==> src/rtl/registers_pkg.sv <==
// registers_pkg
// Shared definitions for the UART register file and the configuration
// sequencer that programs it:
//   - 3-bit register-file addresses (LDVR/UDVR divisor halves, STR, FSR,
//     CTR, ISR)
//   - seq_state_t, the configuration sequencer state encoding
package registers_pkg;

  localparam logic [2:0] LDVR_ADDR = 3'd0;
  localparam logic [2:0] UDVR_ADDR = 3'd1;
  localparam logic [2:0] STR_ADDR  = 3'd2;
  localparam logic [2:0] FSR_ADDR  = 3'd3;
  localparam logic [2:0] CTR_ADDR  = 3'd4;
  localparam logic [2:0] ISR_ADDR  = 3'd5;

  // Explicit encodings keep the state values stable for checkers and
  // waveform decoders.
  typedef enum logic [3:0] {
    ST_IDLE      = 4'd0,
    ST_WAIT_IDLE = 4'd1,
    ST_WR_LDVR   = 4'd2,
    ST_WR_UDVR   = 4'd3,
    ST_WR_STR    = 4'd4,
    ST_WR_FSR    = 4'd5,
    ST_WR_CTR    = 4'd6,
    ST_WR_ISR    = 4'd7,
    ST_DONE      = 4'd8
  } seq_state_t;

endpackage

==> src/rtl/config_bus_sequencer.sv <==
// config_bus_sequencer
// Applies a full configuration set (baud divisor plus STR/FSR/CTR/ISR) to
// the register file over its bus.
//
// Flow: a start_i pulse captures the cfg_* inputs. The sequencer then waits,
// for a bounded time, until both the transmitter and the receiver are idle.
// It then issues six back-to-back writes:
//   LDVR, UDVR, STR, FSR, CTR, ISR
// and finally pulses done_o.
//
// Host arbitration: a host request is a level on cpu_read_i/cpu_write_i with
// cpu_address_i/cpu_data_i. While the sequencer is idle, the request goes
// straight through to bus_* in the same cycle, and cpu_wait_o stays low. At
// any other time, cpu_wait_o follows the strobe and the request is not
// forwarded. The host is expected to hold its request until cpu_wait_o is
// low; the access completes in the first cycle where cpu_wait_o is low.
//
// Ports
//   clk_i, rst_i                  clock, synchronous active-high reset
//   start_i                       one-cycle request to apply cfg_*
//   cfg_divisor_i                 16-bit baud divisor
//   cfg_{str,fsr,ctr,isr}_i       register bytes
//   tx_idle_i, rx_idle_i          link idle flags
//   cpu_read_i, cpu_write_i       host strobes
//   cpu_address_i, cpu_data_i     host address and write data
//   cpu_wait_o                    host access blocked this cycle
//   bus_read_o, bus_write_o       register-file strobes
//   bus_address_o, bus_data_o     register-file address and write data
//   busy_o                        sequencer owns the bus
//   done_o                        one-cycle pulse: sequence completed
//   timeout_o                     one-cycle pulse: link never went idle
module config_bus_sequencer
  import registers_pkg::*;
#(
  parameter int IDLE_TIMEOUT = 1024
) (
  input  logic        clk_i,
  input  logic        rst_i,
  input  logic        start_i,
  input  logic [15:0] cfg_divisor_i,
  input  logic [7:0]  cfg_str_i,
  input  logic [7:0]  cfg_fsr_i,
  input  logic [7:0]  cfg_ctr_i,
  input  logic [7:0]  cfg_isr_i,
  input  logic        tx_idle_i,
  input  logic        rx_idle_i,
  input  logic        cpu_read_i,
  input  logic        cpu_write_i,
  input  logic [2:0]  cpu_address_i,
  input  logic [7:0]  cpu_data_i,
  output logic        cpu_wait_o,
  output logic        bus_read_o,
  output logic        bus_write_o,
  output logic [2:0]  bus_address_o,
  output logic [7:0]  bus_data_o,
  output logic        busy_o,
  output logic        done_o,
  output logic        timeout_o
);

  localparam int CNT_W = (IDLE_TIMEOUT > 1) ? $clog2(IDLE_TIMEOUT) : 1;
  localparam logic [CNT_W-1:0] CNT_LAST = CNT_W'(IDLE_TIMEOUT - 1);
  localparam logic [CNT_W-1:0] CNT_MAX  = '1;

  seq_state_t       state_q,   state_d;
  logic [CNT_W-1:0] cnt_q,     cnt_d;
  logic [15:0]      div_q,     div_d;
  logic [7:0]       str_q,     str_d;
  logic [7:0]       fsr_q,     fsr_d;
  logic [7:0]       ctr_q,     ctr_d;
  logic [7:0]       isr_q,     isr_d;
  logic             timeout_q, timeout_d;

  // Next-state logic
  always_comb begin
    state_d   = state_q;
    cnt_d     = cnt_q;
    div_d     = div_q;
    str_d     = str_q;
    fsr_d     = fsr_q;
    ctr_d     = ctr_q;
    isr_d     = isr_q;
    timeout_d = 1'b0;

    case (state_q)
      ST_IDLE: begin
        if (start_i) begin
          div_d   = cfg_divisor_i;
          str_d   = cfg_str_i;
          fsr_d   = cfg_fsr_i;
          ctr_d   = cfg_ctr_i;
          isr_d   = cfg_isr_i;
          cnt_d   = '0;
          state_d = ST_WAIT_IDLE;
        end
      end
      ST_WAIT_IDLE: begin
        if (tx_idle_i && rx_idle_i) begin
          state_d = ST_WR_LDVR;
        end else if (cnt_q == CNT_LAST) begin
          timeout_d = 1'b1;
          state_d   = ST_IDLE;
        end else if (cnt_q != CNT_MAX) begin
          // Saturating increment; the CNT_LAST exit normally fires first.
          cnt_d = cnt_q + 1'b1;
        end
      end
      // After LDVR the writes are unconditional. This keeps LDVR and UDVR
      // in adjacent cycles, which the register file needs in order to
      // commit the divisor.
      ST_WR_LDVR: state_d = ST_WR_UDVR;
      ST_WR_UDVR: state_d = ST_WR_STR;
      ST_WR_STR:  state_d = ST_WR_FSR;
      ST_WR_FSR:  state_d = ST_WR_CTR;
      ST_WR_CTR:  state_d = ST_WR_ISR;
      ST_WR_ISR:  state_d = ST_DONE;
      ST_DONE:    state_d = ST_IDLE;
      default:    state_d = ST_IDLE;
    endcase
  end

  // Flops
  always_ff @(posedge clk_i) begin
    if (rst_i) begin
      state_q   <= ST_IDLE;
      cnt_q     <= '0;
      div_q     <= '0;
      str_q     <= '0;
      fsr_q     <= '0;
      ctr_q     <= '0;
      isr_q     <= '0;
      timeout_q <= 1'b0;
    end else begin
      state_q   <= state_d;
      cnt_q     <= cnt_d;
      div_q     <= div_d;
      str_q     <= str_d;
      fsr_q     <= fsr_d;
      ctr_q     <= ctr_d;
      isr_q     <= isr_d;
      timeout_q <= timeout_d;
    end
  end

  // Bus mux and status
  // Non-write busy states (WAIT_IDLE, DONE) park the bus on STR_ADDR with
  // zero data. An LDVR->UDVR address pair can then only come from the write
  // states themselves.
  always_comb begin
    bus_read_o    = 1'b0;
    bus_write_o   = 1'b0;
    bus_address_o = STR_ADDR;
    bus_data_o    = '0;
    busy_o        = 1'b1;
    cpu_wait_o    = cpu_read_i | cpu_write_i;

    case (state_q)
      ST_IDLE: begin
        bus_read_o    = cpu_read_i;
        bus_write_o   = cpu_write_i;
        bus_address_o = cpu_address_i;
        bus_data_o    = cpu_data_i;
        busy_o        = 1'b0;
        cpu_wait_o    = 1'b0;
      end
      ST_WR_LDVR: begin
        bus_write_o   = 1'b1;
        bus_address_o = LDVR_ADDR;
        bus_data_o    = div_q[7:0];
      end
      ST_WR_UDVR: begin
        bus_write_o   = 1'b1;
        bus_address_o = UDVR_ADDR;
        bus_data_o    = div_q[15:8];
      end
      ST_WR_STR: begin
        bus_write_o   = 1'b1;
        bus_address_o = STR_ADDR;
        bus_data_o    = str_q;
      end
      ST_WR_FSR: begin
        bus_write_o   = 1'b1;
        bus_address_o = FSR_ADDR;
        bus_data_o    = fsr_q;
      end
      ST_WR_CTR: begin
        bus_write_o   = 1'b1;
        bus_address_o = CTR_ADDR;
        bus_data_o    = ctr_q;
      end
      ST_WR_ISR: begin
        bus_write_o   = 1'b1;
        bus_address_o = ISR_ADDR;
        bus_data_o    = isr_q;
      end
      default: begin
        // WAIT_IDLE and DONE keep the parked defaults.
      end
    endcase
  end

  assign done_o    = (state_q == ST_DONE);
  // Registered: the pulse appears in the first IDLE cycle after the wait
  // expires.
  assign timeout_o = timeout_q;

endmodule

==> config.mk <==
export PLATFORM = sky130hd
export DESIGN_NAME = config_bus_sequencer
export DESIGN_NICKNAME = d
export VERILOG_FILES = /design/src/rtl/registers_pkg.sv /design/src/rtl/config_bus_sequencer.sv
export SDC_FILE = /design/constraint.sdc
export NUM_CORES = 1
export LEC_CHECK = 0
export CORE_ASPECT_RATIO = 0.5
export CORE_MARGIN = 2
export CORE_UTILIZATION = 43
export CTS_CLUSTER_SIZE = 20
export DETAILED_ROUTE_END_ITERATION = 8
export GPL_ROUTABILITY_DRIVEN = 0
export PLACE_DENSITY = 0.75
export SYNTH_ARGS = -nofsm -noshare
export SYNTH_HDL_FRONTEND = slang
export SYNTH_SLANG_ARGS = --single-unit
==> constraint.sdc <==
create_clock -name clk_i -period 1.68 [get_ports clk_i]
set_input_delay 0.168 -clock clk_i [delete_from_list [all_inputs] [get_ports clk_i]]
set_output_delay 0.168 -clock clk_i [all_outputs]
set_load 0.03 [all_outputs]
==> results of run 1 <==
[report_power, final]
| group | switching (mW) | leakage (nW) | total (mW) | internal, mW |
|---|---|---|---|---|
| sequential | 0.0571 | 0.518 | 1.64 | 1.58 |
| combinational | 0.518 | 1.18 | 1.05 | 0.531 |
| clock | 0.646 | 0.149 | 1.92 | 1.27 |
[kinds of logic (layout without fill, tap and decap cells)]
| logic type | Yosys count | in the layout | synth area share (%) |
|---|---|---|---|
| mux | 10 | 10 | 5.10 |
| buf+inv | 33 | 153 | 5.96 |
| compound gates | 108 | 108 | 19.9 |
| xor+xnor | 1 | 1 | 0.288 |
| flops | 63 | 63 | 41.4 |
| simple gates | 180 | 180 | 26.9 |
| fa+ha+maj | 1 | 1 | 0.411 |
[worst paths after layout]
kind / endpoint / slack [ns] / cells past startpoint
hold reg to reg: div_q[1]$_SDFFE_PP0P_ / 0.46 / 2
setup reg to reg: cnt_q[1]$_SDFFE_PP0P_ / -0.12 / 7
hold / removal: cnt_q[0]$_SDFFE_PP0P_ / 0.24 / 2
setup / recovery: bus_data_o[1] / -0.22 / 5
[routing by layer]
metal	wire, um	GRT usage [%]	vias up
li1	-	-	1595
met1	4430	34.1	1536
met2	4630	38.8	111
met3	629	8.24	18
met4	168	5.32	0
met5	0	0	-
[final cells by class]
| cell class | count | area (um^2) | share of cell area (%) |
|---|---|---|---|
| Multi-Input combinational cell | 300 | 1850 | 37.6 |
| Timing Repair Buffer | 135 | 1370 | 27.7 |
| Sequential cell | 63 | 1270 | 25.8 |
| Clock buffer | 14 | 274 | 5.56 |
| Tap cell | 92 | 115 | 2.34 |
| Clock inverter | 2 | 37.5 | 0.761 |
| Inverter | 2 | 13.8 | 0.279 |
[registers in the layout, summed over array words and instances, names as in the netlist]
register	cells
isr_q	8
div_q	16
fsr_q	8
str_q	8
ctr_q	8
cnt_q	10
state_q	4
timeout_o	1
[per-stage QoR]
step           TNS (ns)  utilization [%]  power (mW)  area [um^2]  hold slack [ns]
3_5_place_dp          0             61.8        2.53         4170            0.447
4_1_cts           -4.66             70.4        4.53         4750            0.217
3_3_place_gp          0             61.8        2.52         4170            0.441
6_report          -2.26             73.0        4.61         4930            0.240
2_1_floorplan         0                -        2.12         3090            0.304
5_1_grt           -4.27             73.0        4.79         4930            0.271
[cell usage in the layout (no fill, tap or decap), types with 6 or more instances in the layout]
| cell type | Yosys | layout |
|---|---|---|
| a21oi_1 | 76 | 56 |
| a21oi_2 | 0 | 19 |
| buf_4 | 4 | 36 |
| buf_6 | 5 | 25 |
| clkbuf_16 | 0 | 9 |
| clkdlybuf4s50_1 | 0 | 65 |
| dfxtp_1 | 63 | 59 |
| nand2_1 | 119 | 117 |
| nor2_1 | 20 | 8 |
| nor2_2 | 0 | 8 |
| o21ai_2 | 0 | 6 |
[what timing repair did]
action                     CTS  global route
gates resized for setup     59            40
setup buffers                5             5
cloned                       1             0
pin swaps                   20            16
setup endpoints to repair   18            76
==> results.md, run 1 <==
### Status
• result of the run: finished, violations left
• violations in the final reports: setup timing

### Synthesis
• fraction of the yosys area taken by sequential cells: 41.4%
• fraction of registers with async set or reset after synthesis: 0%
• cell types with the largest area share after synthesis: dfxtp_1, nand2_1, a21oi_1
• count of warnings emitted by yosys: 0
• cell taking the most area after synthesis: dfxtp_1
• unique cell type count in the Yosys netlist: 46
• Post-synth top cells: nand2_1, a21oi_1, dfxtp_1
• flop and latch count out of synthesis: 63
• number of nets produced by synthesis: 463
• most frequent cell after synthesis: nand2_1
• Post-Syn Area per Cell: 7.68 um^2
• Syn Inst Count: 396
• number of enable flip-flop cells after synthesis: 0
• combined area of all synthesized cells: 3040 um^2
• share of the synthesized area in the top cell type: 41.4%
• flip-flop cell with the highest count after synthesis: dfxtp_1

### Critical path
• Setup Crit Path Kind: register to output pin
• required time at the worst-slack endpoint: 1.51 ns
• delay of the slowest cell on the worst path: 0.52 ns
• cell with the largest stage delay on the worst path: mux4_2
• Crit. End Element: output pin
• element type at the critical path start: register
• Worst EP arrival: 1.73 ns
• launch point of the critical path: state_q[1]$_SDFFE_PP0P_
• Max FO, Critical Path: 7
• crit-path leading delay family: multiplexers
• cells traversed along the worst timing path: buf_12 -> mux4_2 -> a21oi_2 -> nor2_2 -> buf_6
• critical path buffer and inverter count: 2
• worst reg2reg path startpoint: state_q[1]$_SDFFE_PP0P_

### Global routing
• pin count of the biggest net entering global routing: 49
• global-route wire length before repair: 14,900 um
• via count of the first global-routing pass: 3,050
• total global-route track usage: 25.1%
• total grt overflow: 0
• initial antenna violation count: 0

### CTS
• number of levels in the clock H-tree: 3
• number of CTS-inserted buffers: 9
• clock network latency to the later pin of the worst-skew pair: 0.33 ns
• count of clock tree sinks: 63
• maximum clock insertion buffer count: 2
• cell at the root of the clock tree: clkbuf_16
• clk slew on worst S/H paths: 0.05 ns
• count of hold-fix buffers inserted at cts: 0
• TritonCTS clock tree: done

### Route
• total via count in the routed design: 3,260
• Post-route DRC: 0
• Routed Antenna Nets: 0
• total wirelength of the detailed-routed design: 9850 um
• number of DRC violations after detailed-routing iteration 0: 295
• detail-routed via count per cell: 5.36
• number of optimization iterations in the first detailed-route pass: 4
• post-detailed-route wirelength per cell: 16.2 um

### Placed design
• DP Cell Count: 581
• setup slack at placement: 0.00490 ns
• detailed-placement wirelength estimate: 6380 um
• quantity of I/O buffers inserted on ports: 82

### Floorplanning
• CORE AREA: 6750 um^2
• num rows: 21
• number of primary I/O pins: 83
• Initial Util: 45.1%
• width of the chip: 123 um
• die height: 63.5 um
• area of the die: 7810 um^2

### Layout
• Final Net Count: 578
• Layout Area Growth over Synthesis: 62.0%
• Fillers: 477
• final antenna diode count: 0
• fraction of final layout cells sized beyond drive strength 1: 32.0%
• count of non-filler cells in the finished layout: 608

### Power
• maximum vdd ir drop: 0.000583 V
• power density over the cells: 934 nW/um^2
• leakage power figure: 1.85 nW

### Timing
• # setup viols final: 24
• Tmin final: 1.90 ns
• slew of the pin with the lowest slew margin: 0.413 ns
• unrepaired setup endpoints after global routing: true
• final clock period utilization by the worst path: 113%
• final hold violation count: 0
• worst slew slack as a fraction of its limit: 72.5%
• final number of max-transition violations: 0
• maximum clock frequency: 527 MHz
• worst setup skew after layout: 0.00623 ns
• Final Worst Setup Slack: -0.216 ns

### Min path
• type of the tightest min-delay check: input port to register
• critical hold path startpoint: rst_i

### Run
• number of maximum-capacitance constraint violations: 0

No activity file was read; power rests on OpenSTA's default activity.
==> run 2, diff against run 1 <==
--- a/config.mk
+++ b/config.mk
@@ -10,8 +10,7 @@
 export CORE_UTILIZATION = 43
 export CTS_CLUSTER_SIZE = 20
 export DETAILED_ROUTE_END_ITERATION = 8
-export GPL_ROUTABILITY_DRIVEN = 0
-export PLACE_DENSITY = 0.75
+export PLACE_DENSITY = 0.76
 export SYNTH_ARGS = -nofsm -noshare
 export SYNTH_HDL_FRONTEND = slang
 export SYNTH_SLANG_ARGS = --single-unit
==> run 2 against run 1 <==
Net effect:
- combinational power up 37%
- the run still ends with setup timing left
- total power up 4.5%
- largest cell class unchanged
- critical path depth up 2
==> results.md, run 2 (synthesis gave the netlist of run 1 again) <==
### Route
• number of optimization iterations in the first detailed-route pass: 5, +1
• total via count in the routed design: 3,705, +14%
• Post-route DRC: 0, unchanged
• detail-routed via count per cell: 6.04, +13%
• met3 WL post-DR: 1110 um, +76%
• met2 wire length: 6340 um, +37%
• highest routed layer: met4
• Routed Antenna Nets: 0, unchanged
• total wirelength of the detailed-routed design: 13,600 um, +38%
• number of DRC violations after detailed-routing iteration 0: 427, +45%
• post-detailed-route wirelength per cell: 22.2 um, +37%
• Post-Route M1 WL: 5620 um, +27%

### Timing
• # setup viols final: 75, +210%
• worst setup skew after layout: 0.00665 ns, +0.000414 ns
• maximum clock frequency: 507 MHz, -3.8%
• Final Worst Setup Slack: -0.291 ns, -0.0752 ns
• worst slew slack as a fraction of its limit: 66.6%, -5.9 points
• slew of the pin with the lowest slew margin: 0.500 ns, +0.0878 ns
• worst-case hold slack: 0.287 ns, +0.0468 ns
• final clock period utilization by the worst path: 117%, +4.5 points
• unrepaired setup endpoints after global routing: true
• Tmin final: 1.97 ns, +0.0752 ns
• final hold violation count: 0, unchanged
• final number of max-transition violations: 0, unchanged

### CTS
• clock network latency to the later pin of the worst-skew pair: 0.33 ns, about the same
• maximum clock insertion buffer count: 2, unchanged
• TritonCTS clock tree: done
• clk slew on worst S/H paths: 0.05 ns, about the same
• number of levels in the clock H-tree: 3, unchanged
• count of hold-fix buffers inserted at cts: 0, unchanged
• number of CTS-inserted buffers: 9, unchanged
• cell at the root of the clock tree: clkbuf_16
• count of clock tree sinks: 63, unchanged

### Layout
• Final Instance Area: 5630 um^2, +14%
• most common library cell in the layout ignoring fill and taps: clkdlybuf4s50_1
• Layout Area Growth over Synthesis: 85.0%
• sequential cell area: 1270 um^2, -0.29%
• largest register by flop count: div_q
• multi-input gate area in the final layout: 2360 um^2, +27%
• fraction of final layout cells sized beyond drive strength 1: 50.5%, +19 points
• Final Net Count: 585, +1.2%
• highest-count cells in the layout ignoring fill and taps: clkdlybuf4s50_1, dfxtp_1, a21oi_2
• Largest regs: div_q (16), cnt_q (10)
• Post-Route Utilization: 83.4%, +10 points
• Largest register FFs: 16, unchanged
• Fillers: 304, -36%
• final antenna diode count: 0, unchanged
• count of non-filler cells in the finished layout: 613, +0.82%

### Status
• violations in the final reports: setup timing
• result of the run: finished, violations left

### Power
• net switching component of the power: 1.47 mW, +20%
• maximum vdd ir drop: 0.000534 V, -8.4%
• relative contribution of combinational cells to total power: 29.8%, +7.0 points
• Switching Fraction: 30.5%, +4.0 points
• clock share of power: 35.3%, -6.3 points
• internal power of the cells: 3.34 mW, -1.2%
• leakage power figure: 2.21 nW, +20%
• power density over the cells: 855 nW/um^2, -8.5%
• post-route total power: 4.81 mW, +4.5%
• part of the total power dissipated in sequential elements: 34.9%, -0.7 points

### Placed design
• DP Cell Count: 572, -1.5%
• final weighted congestion in routability-driven placement: 0.875
• detailed-placement wirelength estimate: 6210 um, -2.7%
• dpl cell area: 4120 um^2, -1.3%
• quantity of I/O buffers inserted on ports: 82, unchanged

### Critical path
• Setup Crit Path Kind: register to output pin
• crit-path leading delay family: compound AO/OA/AOI/OAI gates
• delay of the slowest cell on the worst path: 0.34 ns, -0.18 ns
• required time at the worst-slack endpoint: 1.51 ns, about the same
• Max FO, Critical Path: 12, +5
• Worst EP arrival: 1.80 ns, +0.07 ns
• cell with the largest stage delay on the worst path: dfxtp_2
• Crit. End Element: output pin
• cells traversed along the worst timing path: buf_12 -> nor2b_2 -> a22oi_1 -> o22ai_1 -> a21oi_2 -> o21ai_2 -> buf_6
• element type at the critical path start: register
• critical path buffer and inverter count: 2, unchanged

### Floorplanning
• num rows: 21, unchanged
• area of the die: 7810 um^2, unchanged
• width of the chip: 123 um, unchanged
• die height: 63.5 um, unchanged
• CORE AREA: 6750 um^2, unchanged
• number of primary I/O pins: 83, unchanged
• Initial Util: 45.1%, unchanged

### Global routing
• total global-route track usage: 23.9%, -1.2 points
• total grt overflow: 0, unchanged
• via count of the first global-routing pass: 2,979, -2.3%
• initial antenna violation count: 0, unchanged
• pin count of the biggest net entering global routing: 49, unchanged
• global-route wire length before repair: 14,300 um, -3.7%

### Min path
• type of the tightest min-delay check: input port to register

### Run
• number of maximum-capacitance constraint violations: 0, unchanged

-- run 2: cell count changes in the layout (fill, tap and decap cells not counted), moves of 18 or more --
cell / before / now
nand2_1: 117 / 55
nand2_4: 0 / 43
a21oi_1: 56 / 19
a21oi_2: 19 / 56
nand2_2: 3 / 21
-- run 2: final timing paths --
path / startpoint / end / slack, ns / cells past startpoint
max: state_q[0]$_SDFFE_PP0P_ / bus_data_o[0] / -0.29 / 7
min: rst_i / cnt_q[0]$_SDFFE_PP0P_ / 0.29 / 2
max reg2reg: state_q[3]$_SDFFE_PP0P_ / div_q[14]$_SDFFE_PP0P_ / -0.17 / 8
min reg2reg: div_q[2]$_SDFFE_PP0P_ / div_q[2]$_SDFFE_PP0P_ / 0.48 / 2
-- run 2: area by class of cell --
cell class                 instances  area share, %
multi-input combinational        300           41.8
tap                               92           2.04
timing repair buffer             142           28.7
clock inverter                     1         0.0889
clock buffer                      13           4.62
inverter                           2          0.222
sequential                        63           22.5
-- run 2: through the flow --
stage | setup TNS, ns | setup slack [ns]
after floorplan | 0 | 0.00277
after global placement | 0 | 0.00534
after detailed placement | -0.120 | -0.0354
after CTS | -2.68 | -0.186
after global routing | -12.37 | -0.345
final | -8.97 | -0.291
-- run 2: what timing repair did --
action	CTS	global route
endpoints found under the hold margin	0	0
pin swaps	12	93
setup endpoints to repair	17	76
buffers inserted	8	8
resized for setup	51	194
gates cloned	1	11
-- run 2: layer usage --
| layer | vias up | track usage (%) |
|---|---|---|
| met5 | - | 0 |
| met4 | 0 | 6.03 |
| met3 | 64 | 6.07 |
| met2 | 228 | 38.9 |
| met1 | 1802 | 31.6 |
| li1 | 1611 | - |
-- run 2: power by group through the flow --
stage	Clock, mW	Sequential (mW)	Combinational (mW)
finish	1.70	1.68	1.44
CTS	1.69	1.64	0.945
global placement	0	1.66	0.820
floorplan	0	1.65	0.477
global route	1.77	1.68	1.48
detailed placement	0	1.67	0.828
==> run 3, diff against run 2 <==
--- a/config.mk
+++ b/config.mk
@@ -5,6 +5,7 @@
 export SDC_FILE = /design/constraint.sdc
 export NUM_CORES = 1
 export LEC_CHECK = 0
+export ABC_CLOCK_PERIOD_IN_PS = 1680
 export CORE_ASPECT_RATIO = 0.5
 export CORE_MARGIN = 2
 export CORE_UTILIZATION = 43
==> results of run 3 <==
No change in the layout: final DEF, timing and power equal those of run 2.
